[src/rtl/bus_downsizer.sv]
`default_nettype none
// bus_downsizer: splits one 4*DW-bit Wishbone pipelined request into 1-4 DW-bit beats
// (big-endian lanes) and gathers narrow read data into a single wide acknowledge. Rev 1.0
module bus_downsizer #(
  parameter int AW = 24,
  parameter int DW = 32
) (
  input  logic              i_clk,
  input  logic              i_reset,
  input  logic              i_s_cyc,
  input  logic              i_s_stb,
  input  logic              i_s_we,
  input  logic [AW-1:0]     i_s_addr,
  input  logic [4*DW-1:0]   i_s_data,
  input  logic [DW/2-1:0]   i_s_sel,
  output logic              o_s_ack,
  output logic              o_s_stall,
  output logic              o_s_err,
  output logic [4*DW-1:0]   o_s_data,
  output logic              o_m_cyc,
  output logic              o_m_stb,
  output logic              o_m_we,
  output logic [AW+1:0]     o_m_addr,
  output logic [DW-1:0]     o_m_data,
  output logic [DW/8-1:0]   o_m_sel,
  input  logic              i_m_ack,
  input  logic              i_m_stall,
  input  logic              i_m_err,
  input  logic [DW-1:0]     i_m_data
);
  localparam logic [1:0] S_IDLE = 2'd0;
  localparam logic [1:0] S_BUSY = 2'd1;
  localparam logic [1:0] S_RESP = 2'd2;
  localparam int         SW     = DW / 8;

  logic [1:0]      state_q, state_d;
  logic            we_q;
  logic [AW-1:0]   addr_q;
  logic [4*DW-1:0] wdata_q;
  logic [DW/2-1:0] sel_q;
  logic [3:0]      iss_mask_q, ack_mask_q;
  logic [2:0]      ack_cnt_q, exp_cnt_q;
  logic [4*DW-1:0] gather_q, sdata_q;
  logic            err_q;

  logic [3:0]      req_mask;
  logic [2:0]      req_cnt;
  logic [1:0]      iss_lane, ack_lane;
  logic            accept, m_stb, last_ack;
  logic [4*DW-1:0] gather_nxt;

  for (genvar k = 0; k < 4; k++) begin : g_lane
    assign req_mask[k] = |i_s_sel[DW/2-1-k*SW -: SW];
  end

  assign accept   = (state_q == S_IDLE) && i_s_cyc && i_s_stb;
  assign m_stb    = (state_q == S_BUSY) && (iss_mask_q != 4'd0);
  assign last_ack = i_m_ack && ((ack_cnt_q + 3'd1) == exp_cnt_q);

  // Lowest set bit wins: beats go out, and acks come back, in ascending lane order.
  always_comb begin
    req_cnt  = 3'd0;
    iss_lane = 2'd0;
    ack_lane = 2'd0;
    for (int k = 3; k >= 0; k--) begin
      req_cnt = req_cnt + {2'b00, req_mask[k]};
      if (iss_mask_q[k]) iss_lane = 2'(k);
      if (ack_mask_q[k]) ack_lane = 2'(k);
    end
  end

  always_comb begin
    gather_nxt = gather_q;
    for (int k = 0; k < 4; k++) begin
      if (i_m_ack && !we_q && (ack_lane == 2'(k))) gather_nxt[4*DW-1-k*DW -: DW] = i_m_data;
    end
  end

  always_ff @(posedge i_clk or posedge i_reset) begin
    if (i_reset) state_q <= S_IDLE;
    else         state_q <= state_d;
  end

  always_comb begin
    state_d = state_q;
    case (state_q)
      S_IDLE:  if (accept) state_d = (req_mask == 4'd0) ? S_RESP : S_BUSY;
      S_BUSY: begin
        if (!i_s_cyc || i_m_err) state_d = S_IDLE;
        else if (last_ack)       state_d = S_RESP;
      end
      S_RESP:  state_d = S_IDLE;
      default: state_d = S_IDLE;
    endcase
  end

  always_ff @(posedge i_clk or posedge i_reset) begin
    if (i_reset) begin
      we_q       <= 1'b0;
      addr_q     <= '0;
      wdata_q    <= '0;
      sel_q      <= '0;
      iss_mask_q <= 4'd0;
      ack_mask_q <= 4'd0;
      ack_cnt_q  <= 3'd0;
      exp_cnt_q  <= 3'd0;
      gather_q   <= '0;
      sdata_q    <= '0;
      err_q      <= 1'b0;
    end else begin
      err_q <= 1'b0;
      case (state_q)
        S_IDLE: if (accept) begin
          we_q       <= i_s_we;
          addr_q     <= i_s_addr;
          wdata_q    <= i_s_data;
          sel_q      <= i_s_sel;
          iss_mask_q <= req_mask;
          ack_mask_q <= req_mask;
          ack_cnt_q  <= 3'd0;
          exp_cnt_q  <= req_cnt;
          gather_q   <= '0;
          if (req_mask == 4'd0) sdata_q <= '0;
        end
        S_BUSY: begin
          if (!i_s_cyc) begin
            iss_mask_q <= 4'd0;
            ack_mask_q <= 4'd0;
          end else if (i_m_err) begin
            err_q      <= 1'b1;
            iss_mask_q <= 4'd0;
            ack_mask_q <= 4'd0;
          end else begin
            if (m_stb && !i_m_stall) iss_mask_q[iss_lane] <= 1'b0;
            if (i_m_ack) begin
              ack_mask_q[ack_lane] <= 1'b0;
              ack_cnt_q            <= ack_cnt_q + 3'd1;
              gather_q             <= gather_nxt;
              if (last_ack) sdata_q <= gather_nxt;
            end
          end
        end
        default: ;
      endcase
    end
  end

  always_comb begin
    o_s_stall = (state_q != S_IDLE);
    o_s_ack   = (state_q == S_RESP);
    o_s_err   = err_q;
    o_s_data  = sdata_q;
    o_m_cyc   = (state_q == S_BUSY);
    o_m_stb   = m_stb;
    o_m_we    = 1'b0;
    o_m_addr  = '0;
    o_m_data  = '0;
    o_m_sel   = '0;
    if (m_stb) begin
      o_m_we   = we_q;
      o_m_addr = {addr_q, iss_lane};
      for (int k = 0; k < 4; k++) begin
        if (iss_lane == 2'(k)) begin
          o_m_data = wdata_q[4*DW-1-k*DW -: DW];
          o_m_sel  = sel_q[DW/2-1-k*SW -: SW];
        end
      end
    end
  end
endmodule
`default_nettype wire

[config.mk]
export PLATFORM = sky130hd
export DESIGN_NAME = bus_downsizer
export DESIGN_NICKNAME = d
export VERILOG_FILES = /design/src/rtl/bus_downsizer.sv
export SDC_FILE = /design/constraint.sdc
export NUM_CORES = 1
export LEC_CHECK = 0
export CAP_MARGIN = 40
export CORE_ASPECT_RATIO = 1.4
export CORE_UTILIZATION = 40
export CTS_CLUSTER_DIAMETER = 200
export DETAILED_ROUTE_END_ITERATION = 16
export GPL_ROUTABILITY_DRIVEN = 0
export PLACE_DENSITY = 0.65
export SLEW_MARGIN = 10
export SYNTH_ARGS = -nofsm -noshare
export SYNTH_HDL_FRONTEND = slang
export SYNTH_SLANG_ARGS = --single-unit
[constraint.sdc]
create_clock -name i_clk -period 21.4 [get_ports i_clk]
set_input_delay 4.28 -clock i_clk [delete_from_list [all_inputs] [get_ports i_clk]]
set_output_delay 4.28 -clock i_clk [all_outputs]
set_load 0.05 [all_outputs]
-- Word-level counts from Yosys, hierarchy flattened
Cells that the tools add are included.
- register bits: 442
- input port bits: 208
- bitwise operators: 4
- $lt $le $gt $ge: 4
- multiplexer cells: 62
- equal/unequal tests: 18
- add/sub/neg operators: 4
- reduce and logical (&&, ||, !) cells: 33
- operators with widths (cell ; count):
    2-to-1 mux 128 bit ; 10
    one-hot mux 128 bit (2 select lines) ; 2
    2-to-1 mux 32 bit ; 9
    2-to-1 mux 4 bit ; 12
    2-to-1 mux 26 bit ; 1
    2-to-1 mux 2 bit ; 12
    one-hot mux 4 bit (2 select lines) ; 2
    OR reduction 4 bit ; 4
    logical AND 1 bit ; 12
    2-to-1 mux 3 bit ; 4
    equality test 2 bit (second input constant) ; 5
    AND 4 bit ; 2
    inequality test 4 x 2 -> 1 bit (second input constant) ; 2
    NOT 4 bit ; 2
    AND reduction 7 bit ; 1
    equality test 2 x 1 -> 1 bit (second input constant) ; 3
    logical NOT 2 bit ; 3
    less-than comparator 2 x 3 -> 1 bit (second input constant) ; 2
    2-to-1 mux 1 bit ; 6
    inequality test 2 x 1 -> 1 bit (second input constant) ; 3
    inequality test 2 bit (second input constant) ; 3
    one-hot mux 3 bit (2 select lines) ; 1
    AND reduction 3 bit ; 2
    AND reduction 5 bit ; 1
    other kinds (15) ; 21

-- Depth between registers and ports, before layout
- depth after elaboration: 14
- mapped depth: 9
- depth with buffers taken out: 7

-- Least setup slack after synthesis
OpenSTA, ideal clock, no wires.
- path kind: reg2out
- start point: register iss_mask_q[0]
- end point: output port o_m_data[10]
- data arrival time: 2.247 ns
- cell stages (with the launch flop): 6
- setup slack: 14.873 ns
- path through: dfrtp_1 > clkbuf_1 > nor3_1 > clkbuf_1 > o21ai_0 > a31oi_1
- longest elaborated chain between the ends: 7
- elaborated cells on any way between the ends: 12
- ends and longest elaborated chain (what ; line ; source):
    start: declaration ; 41 ; logic [3:0] iss_mask_q, ack_mask_q;
    start signal: assignment ; 118 ; iss_mask_q <= req_mask;
    2-to-1 mux 2 bit ; 67 ; if (iss_mask_q[k]) iss_lane = 2'(k);
    logical NOT 2 bit ; 163 ; if (iss_lane == 2'(k)) begin
    2-to-1 mux 32 bit (4 in a row) ; 163 ;
    2-to-1 mux 32 bit * ; 159 ; if (m_stb) begin
    end: declaration ; 24 ; output logic [DW-1:0] o_m_data,
Mark *: on every way between the ends. The rest lies on a longest branch, timed or not.

-- Worst setup path after layout
- start point: register state_q[1]
- end point: output port o_m_sel[3]
- longest elaborated chain between the ends: 3
- ends and longest elaborated chain (what ; line ; source):
    start: declaration ; 36 ; logic [1:0] state_q, state_d;
    start signal: assignment ; 81 ; else state_q <= state_d;
    equality test 2 x 1 -> 1 bit ; 57 ; assign m_stb = (state_q == S_BUSY) && (iss_mask_q != 4'd0);
    logical AND 1 bit ; 57 ;
    2-to-1 mux 4 bit ; 159 ;
    end: declaration ; 25 ; output logic [DW/8-1:0] o_m_sel,
Every way passes these cells.

==> metrics.md <==
| Metric | Value |
|---|---|
| Status | finished clean |
| CTS buffer count | 44 |
| Rows | 94 |
| Yosys warnings | 0 |
| Synth area leaders | dfrtp_1, nand2_1, mux2i_1 |
| Post-CTS Repair Setup Buffers | 0 |
| EDFF count, synth | 0 |
| Grt ovf | 0 |
| Worst slew pin tran | 0.940 ns |
| Yosys reg bits | 442 |
| Internal power | 0.00179 W |
| H-tree depth | 2 |
| Reg power frac | roughly two fifths |
| I/O Buffers | 403 |
| Cell chain of the critical path | nand2b_1 > nor2_4 > buf_4 > o21ai_0 > a31oi_1 > clkdlybuf4s50_1 |
| # setup viols final | 0 |
| Via count | about 16000 |
| Pin count of the biggest net entering global routing | 120 |
| Layout net count | 2594 |
| Peak fanout along the critical path | 62 |
| Setup WS pre-CTS | 13.56 ns |
| Synth top cells by count | nand2_1, dfrtp_1, clkbuf_1, inv_1 |
| FFs w/ async S/R, synth | 100% |
| Worst path required time | roughly 17 ns |
| Total Routed Length | 55700 um |
| Antenna violations before repair | 3 |
| Register area | between 10000 and 15000 um2 |
| Share of cells above drive strength 1 | 5.26% |
| Starting Density | 40.6% |
| Main combinational cell family by area after synthesis | simple AND/OR/NAND/NOR gates |
| DR iter-0 viols | roughly 1200 |
| Slowest cell on crit path | clkdlybuf4s50_1 |
| Pre-antenna DRT Iters | 5 |
| Clk root buf | clkbuf_16 |
| Worst skew pair latency | 0.56 ns |
| Crit-path max cell delay | 0.93 ns |
| Synthesized area | 19200 um2 |
| Clock Path Buffers | 3 |
| Fin util | 54.1% |
| Pwr/cell area | 113 nW/um2 |
| Slew Limit Fails | 0 |
| First-pass GRT wire length | 88800 um |
| Worst EP arrival | around 3.6 ns |
| Routed Antenna Nets | 0 |
| Final Hold Viols | 0 |
| Simple-gate share of the synthesized area | 17.1% |
| Crit path setup slack, layout | 13.48 ns |
| Dominant synthesized flop cell | dfrtp_1 |
| Leakage power | between 10 and 15 nW |
| Multi-input gate area | 7210 um2 |
| Crit. End Element | output pin |
| Max Fclk | roughly 0.13 GHz |
| Synth unique cells | 44 |
| Vias in the first global route | 15900 |
| Max Cap Violations | 0 |
| DRC Markers | 0 |
| Leading area contributor after synthesis | dfrtp_1 |
| Final non-filler cell total | roughly 3000 |
| # fillers | 4241 |
| Maximum VDD drop | 78.1 uV |
| Wire length per cell | 18.3 um |
| CTS Hold Bufs | 0 |
| Net Sw Frac | approximately 38% |
| Tmin final | 7.92 ns |
| Vias/cell | 5.27 |
| Unrepaired setup endpoints after global routing | no |
| DP Cell Count | 2957 |
| Cell with the most instances after synthesis | nand2_1 |
| Hold Path Class | reg -> reg |
| Core Area | 47200 um2 |
| Synth Area in Compound Gates | between 10% and 20% |
| Clock skew | 0.0161 ns |
| CTS sink count | 442 |
| Syn_nets | approximately 2300 |
| CTS tree | built |
| Final Hold Slack | about 0.46 ns |
| Fraction of synthesized area in multiplexers | 5.01% |
| XOR/XNOR Fraction of Synth Area | less than 1% |
| Mapped Cells | 2044 |
| Kind of critical path | reg -> out |
| Clock power frac | 27.7% |
| Comb pwr share | about 34% |
| Final period util | 37.0% |
| Critical Path Source Type | flip-flop |
| Syn Area/Cell | between 9 and 10 um2 |
| Ports | 404 |
| Resize count post-CTS | 0 |
| Synth-to-Final Area Change | 33.1% |
| Die Area | 48800 um2 |
| Total track usage | between 20% and 30% |
| DP HPWL | 36900 um |
| Post-synth top area share | 57.7% |
| P_sw | 0.00109 W |
| Sequential-to-total area share from yosys stat | 57.7% |
| Clock Pin Slew Worst Setup and Hold Paths | approximately 0.060 ns |
| Die Width | 187 um |
| Max-slew headroom | 36.8% |
| Post-Synth Adder-Cell Area | 0.365% |
| Die span in y | ~260 um |
| Setup TNS Final | 0 ns |
## final timing paths
| kind | depth (start not counted) | start | endpoint | slack (ns) |
|---|---|---|---|---|
| setup / recovery | 6 | state_q[1]$_DFFE_PP0P_ | o_m_sel[3] | 13.48 |
| hold / removal | 2 | addr_q[21]$_DFFE_PP0P_ | addr_q[21]$_DFFE_PP0P_ | 0.46 |
| setup reg to reg | 9 | state_q[1]$_DFFE_PP0P_ | o_s_data[93]$_DFFE_PP0P_ | 18.22 |
| hold reg to reg | 2 | addr_q[21]$_DFFE_PP0P_ | addr_q[21]$_DFFE_PP0P_ | 0.46 |
| max in group asynchronous | 7 | i_reset | addr_q[11]$_DFFE_PP0P_ | 14.67 |
| min in group asynchronous | 2 | i_reset | o_s_data[97]$_DFFE_PP0P_ | 4.11 |
## registers in the layout (all words and copies together) (netlist names)
| signal | cells |
|---|---|
| wdata_q | 128 |
| ack_cnt_q | 3 |
| sel_q | 16 |
| exp_cnt_q | 3 |
| we_q | 1 |
| gather_q | 128 |
| iss_mask_q | 4 |
| addr_q | 24 |
| ack_mask_q | 4 |
| o_s_data | 128 |
| state_q | 2 |
| o_s_err | 1 |
## worst max-delay path, delay by kind of cell, from the launching register on
family	cells	cell delay [ns]
buffers and inverters	2	1.47
AND/OR/NAND/NOR	2	0.58
flip-flops	1	0.49
AO/OA/AOI/OAI	2	0.52
## per-stage QoR
step | power (W) | instance area, um2
finish | 0.00288 | 25500
global route | 0.00302 | 25500
CTS | 0.00290 | 25500
detailed placement | 0.00210 | 24000
global placement | 0.00207 | 23700
floorplan | 0.00171 | 19200
## per-layer routing
metal,global-route usage [%],vias to the layer above,share of wire [%]
met5,0,-,0.031
met3,5.09,96,7.2
li1,-,7489,-
met4,6.79,2,2.6
met1,29.4,7861,42
met2,37.9,572,48
## kinds of logic after synthesis
family / count (synthesis)
xor+xnor: 3
simple gates: 824
fa+ha+maj: 5
flops: 442
compound gates: 420
buf+inv: 254
mux: 96
## cell type report
class	instances	area share (%)
Clock inverter	13	0.696
Clock buffer	65	5.21
Timing Repair Buffer	441	17.9
Antenna cell	1	0.00981
Multi-Input combinational cell	1348	28.2
Sequential cell	442	43.3
Inverter	104	1.57
Tap cell	624	3.06
## power groups by stage
stage / combinational [W] / sequential, W / clock (W)
final: 0.000978 / 0.00111 / 0.000798
after floorplan: 0.000338 / 0.00138 / 0
after CTS: 0.000983 / 0.00111 / 0.000816
after global routing: 0.00104 / 0.00113 / 0.000849
after global placement: 0.000953 / 0.00111 / 0
after detailed placement: 0.000979 / 0.00112 / 0
## layout by cell type (no fill, tap or decap), types with 3 or more instances in the layout
| cell type | Yosys | final |
|---|---|---|
| buf_4 | 0 | 24 |
| a21o_1 | 35 | 35 |
| dfrtp_1 | 442 | 442 |
| clkdlybuf4s50_1 | 0 | 403 |
| nand2_1 | 756 | 756 |
| clkbuf_16 | 0 | 44 |
| clkinv_2 | 0 | 5 |
| ha_1 | 4 | 4 |
| and2_1 | 25 | 25 |
| clkbuf_1 | 119 | 6 |
| nor2b_1 | 5 | 4 |
| bufinv_16 | 0 | 3 |
| inv_1 | 102 | 101 |
| a21oi_1 | 34 | 34 |
| a31oi_1 | 37 | 37 |
| o21ai_0 | 93 | 93 |
| nor3_1 | 5 | 4 |
| o21ai_1 | 85 | 83 |
| nor4_1 | 5 | 5 |
| clkbuf_8 | 0 | 15 |
| a22o_1 | 33 | 33 |
| mux2i_1 | 96 | 96 |
| nor2_1 | 6 | 5 |
| buf_16 | 0 | 11 |
| o32ai_1 | 96 | 96 |
| o22ai_1 | 3 | 3 |
Note: power is estimated with default switching activity, not from simulation.
==> RTL change 1: new RTL, same settings <==
Make the reset (`i_reset`) synchronous in 2 clocked blocks.
--- a/src/rtl/bus_downsizer.sv
+++ b/src/rtl/bus_downsizer.sv
@@ -76,7 +76,7 @@
     end
   end
 
-  always_ff @(posedge i_clk or posedge i_reset) begin
+  always_ff @(posedge i_clk) begin
     if (i_reset) state_q <= S_IDLE;
     else         state_q <= state_d;
   end
@@ -94,7 +94,7 @@
     endcase
   end
 
-  always_ff @(posedge i_clk or posedge i_reset) begin
+  always_ff @(posedge i_clk) begin
     if (i_reset) begin
       we_q       <= 1'b0;
       addr_q     <= '0;
Function: not settled (the Yosys comparison gave no result); the edit may change what the design does.
==> RTL change 1 against the unedited design <==
First-iteration DRC count is 25% higher; final cell count is 13% higher; sequential cell count stayed put; design area is 4.1% lower; wire length is 15% higher; core utilization is 0.86 points lower; synthesized area is 3.0% lower; via count is 16% higher; setup slack better by 0.058 ns; critical path depth stayed put.
Power is not compared: it rests on default switching activity, and its combinational part moved more than twofold at a synthesized area within 25%.
==> RTL change 1: results (changes against the unedited design) <==
outcome:
  status: "completed"
min_path:
  hp-start: "addr_q[13]"
  min_to: "addr_q[13]"
drt:
  drt_iter0_markers: 1541  # +25%
  wl_met2_um: 29960  # +11%
  vias_per_cell: 5.408  # +2.6%
  wl_met1_um: 25370  # +9.0%
  wl_met3_um: 5037  # +25%
  wl_per_cell_um: 18.75  # +2.4%
synth:
  yosys-top-cells-area: "dfxtp_1 (48%), nand2_1 (17%), a21oi_1 (14%), clkbuf_1 (3.7%), o21ai_0 (2.9%)"
  synth.yosys.seq_area_share_pct: 47.60  # -10 points
  synth_nets: 2724  # +21%
  ys_types: 45  # +2.3%
  syn_inst: 2511  # +23%
  synthTopCellsByCount: "nand2_1 (829), a21oi_1 (507), dfxtp_1 (442), clkbuf_1 (182), o21ai_0 (109)"
  synthArstFlopShare_pct: 0  # -100 points
setup_path:
  ff2ff_path_depth: 6  # -3
  cp.arrival_ns: 3.59  # -0.05 ns
  rrSetupSlack_ns: 18.04  # -0.18 ns
  timing.rr.end: "o_s_data[13]"
  rr_startpoint: "state_q[0]"
  cp_slowest_stage_delay_ns: 0.88  # -0.05 ns
  critical_path.max_fanout: 63  # +1.6%
  endpoint: "o_m_data[28]"
timing:
  fmax_mhz: 127.1  # +0.73%
  worst_slew_pin_slew_ns: 1.050  # +0.1107 ns
  holdWs_ns: 0.4492  # -0.01461 ns
grt:
  grt_pass1_vias: 17538  # +10%
  grt_antenna_before_repair: 1  # -2
  grt_usage_pct: 26.09  # +3.5 points
  grt_pass1_wl_um: 97640  # +9.9%
  grt_start_max_net_pins: 203  # +69%
  met1_usage_pct: 31.36  # +2.0 points
  use_met2_pct: 43.30  # +5.4 points
  met3_usage_pct: 5.137  # +0.045 points
cells_and_area:
  multi_input_cells: 1841  # +37%
  n_clock_buffer: 66  # +1.5%
  nets: 2984  # +15%
  clockNetworkAreaShare_pct: 5.848  # -0.059 points
  diodes: 0  # -1
  drive_gt1_share_pct: 4.421  # -0.84 points
  fill_cells: 4371  # +3.1%
  register_area_um2: 8848  # -20%
  nNonClkInverters: 6  # -94%
  syn_to_final_growth_pct: 31.67
  multiInputGateArea_um2: 8939  # +24%
  buffers: 437  # -0.91%
  layout.nonclk_buf_share_pct: 18.23  # +0.36 points
placed_design:
  place_area_um2: 23040  # -3.8%
  place_ws_ns: 13.37  # -0.1869 ns
  hpwl_um: 41850  # +13%
clock_tree:
  cts_buffers: 43  # -2.3%
## RTL change 1: cell types whose count changed in the layout (fill, tap and decap cells not counted), moves of 36 or more
| cell | unedited run | this run |
|---|---|---|
| a222oi_1 | 0 | 36 |
| o21ai_1 | 83 | 0 |
| nand2_1 | 756 | 829 |
| nand3_1 | 2 | 64 |
| o32ai_1 | 96 | 0 |
| nor2_1 | 5 | 82 |
| mux2i_1 | 96 | 32 |
| dfrtp_1 | 442 | 0 |
| a21oi_1 | 34 | 506 |
| dfxtp_1 | 0 | 442 |
| inv_1 | 101 | 6 |
| a31oi_1 | 37 | 1 |
## RTL change 1: logic make-up (layout without fill, tap and decap cells)
logic type,after synthesis,in the layout,synth area share [%]
xor+xnor,3,3,0.2154
fa+ha+maj,5,5,0.3770
mux,32,32,1.723
compound gates,692,692,20.33
flops,442,442,47.60
buf+inv,228,522,4.894
simple gates,1109,1109,24.86
==> RTL change 2: new RTL, same settings <==
Made on the original files. Change the parameter `AW` from 24 to 48.
--- a/src/rtl/bus_downsizer.sv
+++ b/src/rtl/bus_downsizer.sv
@@ -2,7 +2,7 @@
 // bus_downsizer: splits one 4*DW-bit Wishbone pipelined request into 1-4 DW-bit beats
 // (big-endian lanes) and gathers narrow read data into a single wide acknowledge. Rev 1.0
 module bus_downsizer #(
-  parameter int AW = 24,
+  parameter int AW = 48,
   parameter int DW = 32
 ) (
   input  logic              i_clk,
Ports: changed (resized i_s_addr and o_m_addr); port bits go from 404 to 452. No check against the original RTL was run, so the function may have changed too.
==> RTL change 2 against the unedited design <==
Sequential cell count increased by 24; design area grew 4.5%; largest cell class unchanged; worst hold slack better by 0.00064 ns; wire length grew 7.3%; synthesized cell count rose by 1.6%; synthesized area increased by 3.7%; critical endpoint is now o_m_data[9]; setup slack worse by 0.10 ns; highest routed layer unchanged.
Power is not compared: it rests on default switching activity, and its combinational part moved more than twofold at a synthesized area within 25%.
==> RTL change 2: results (changes against the unedited design) <==
synth:
  synthAdderAreaFrac_pct: 0.3526  # -0.013 points
  synth_nets: 2313  # +2.5%
  ys_types: 42  # -4.5%
  synthMuxAreaShare_pct: 4.835  # -0.18 points
  synth_compound_area_share_pct: 13.94  # -0.38 points
  synthXorXnorAreaFrac_pct: 0.2015  # -0.0074 points
  avgSynthCellArea_um2: 9.573  # +2.1%
  synth.yosys.seq_area_share_pct: 58.68  # +0.98 points
  synth.largest_area_cell: "dfrtp_1"
  yosys-top-cells-area: "dfrtp_1 (59%), nand2_1 (16%), mux2i_1 (4.8%), o21ai_0 (4.5%), o2bb2ai_1 (4.3%)"
  synthTopCellsByCount: "nand2_1 (827), dfrtp_1 (466), o21ai_0 (178), clkbuf_1 (115), o2bb2ai_1 (97)"
outcome:
  status: "completed"
cells_and_area:
  fill_cells: 4361  # +2.8%
  nets: 2697  # +4.0%
placed_design:
  dp.cells: 3048  # +3.1%
  portBuffers: 451  # +12%
  hpwl_um: 39430  # +6.9%
  place_ws_ns: 13.51  # -0.04600 ns
timing:
  maxSlewHeadroom_pct: 42.47  # +5.7 points
  finalClockSkew_ns: 0.01288  # -0.003183 ns
drt:
  drt_iter0_markers: 1064  # -14%
  wl_um: 59730  # +7.3%
  wl_per_cell_um: 19.10  # +4.3%
  via_count: 16392  # +2.3%
setup_path:
  cp.arrival_ns: 3.74  # +0.10 ns
  critical_path.max_fanout: 86  # +39%
grt:
  grt_pass1_wl_um: 93360  # +5.1%
  grt_pass1_vias: 16617  # +4.4%
  grt_usage_pct: 23.48  # +0.84 points
  grt_start_max_net_pins: 110  # -8.3%
power:
  peakVddDrop_uv: 69.32
clock_tree:
  clk_pin_slew_worst_paths_ns: 0.06  # about the same
  htreeDepth: 2  # unchanged
  cts_buffers: 47  # +6.8%
[RTL change 2: critical path: stages (launching register included)]
cell             delay, ns
dfrtp_1               0.52
nand2b_1              0.32
nor2_4                0.17
buf_4                 0.66
o21ai_0               0.19
a31oi_1               0.39
clkdlybuf4s50_1       0.89
[RTL change 2: cell families (layout without fill, tap and decap cells)]
kind of cell / count (synthesis) / in the layout
flip-flops: 466 / 466
other: 0 / 1
buffers and inverters: 162 / 575
adder cells (fa/ha/maj): 5 / 5
AND/OR/NAND/NOR: 925 / 925
multiplexers: 96 / 96
AO/OA/AOI/OAI: 419 / 419
XOR/XNOR: 3 / 3
[RTL change 2: worst paths after layout]
kind,slack (ns),cells past startpoint,start,endpoint
min in group asynchronous,4.09,2,i_reset,addr_q[30]
setup reg to reg,17.89,5,state_q[0],o_s_data[91]
setup / recovery,13.38,6,state_q[0],o_m_data[9]
hold / removal,0.46,2,addr_q[23],addr_q[23]
max in group asynchronous,15.11,6,i_reset,wdata_q[59]
hold reg to reg,0.46,2,addr_q[23],addr_q[23]
[RTL change 2: layer usage]
metal	wire, µm	share of wire (%)	vias up	track usage (%)
li1	-	-	7700	-
met1	24450	41	8009	29.93
met2	28590	48	564	38.33
met3	4534	7.6	115	5.835
met4	2130	3.6	4	8.908
met5	26	0.044	-	0
[RTL change 2: layout make-up]
class | count | area share, %
Inverter | 10 | 0.1689
Multi-Input combinational cell | 1448 | 28.86
Timing Repair Buffer | 487 | 18.83
Sequential cell | 466 | 43.73
Clock buffer | 67 | 5.067
Clock inverter | 11 | 0.3472
Antenna cell | 1 | 0.009383
Tap cell | 637 | 2.989
[RTL change 2: stage by stage]
step                      hold WS (ns)  util [%]  cell area (µm²)
after detailed placement        0.4543     51.47            25220
after global placement          0.4509     50.78            24890
after global routing            0.4806     54.42            26670
final                           0.4644     54.42            26670
after floorplan                 0.4374         -            19870
after CTS                       0.4694     54.41            26670
[RTL change 2: power breakdown]
group / internal (mW) / total, mW / switching, mW
clock network: 0.449 / 0.791 / 0.343
logic: 0.158 / 0.436 / 0.278
registers: 0.965 / 1.02 / 0.0510
total: 1.57 / 2.24 / 0.671
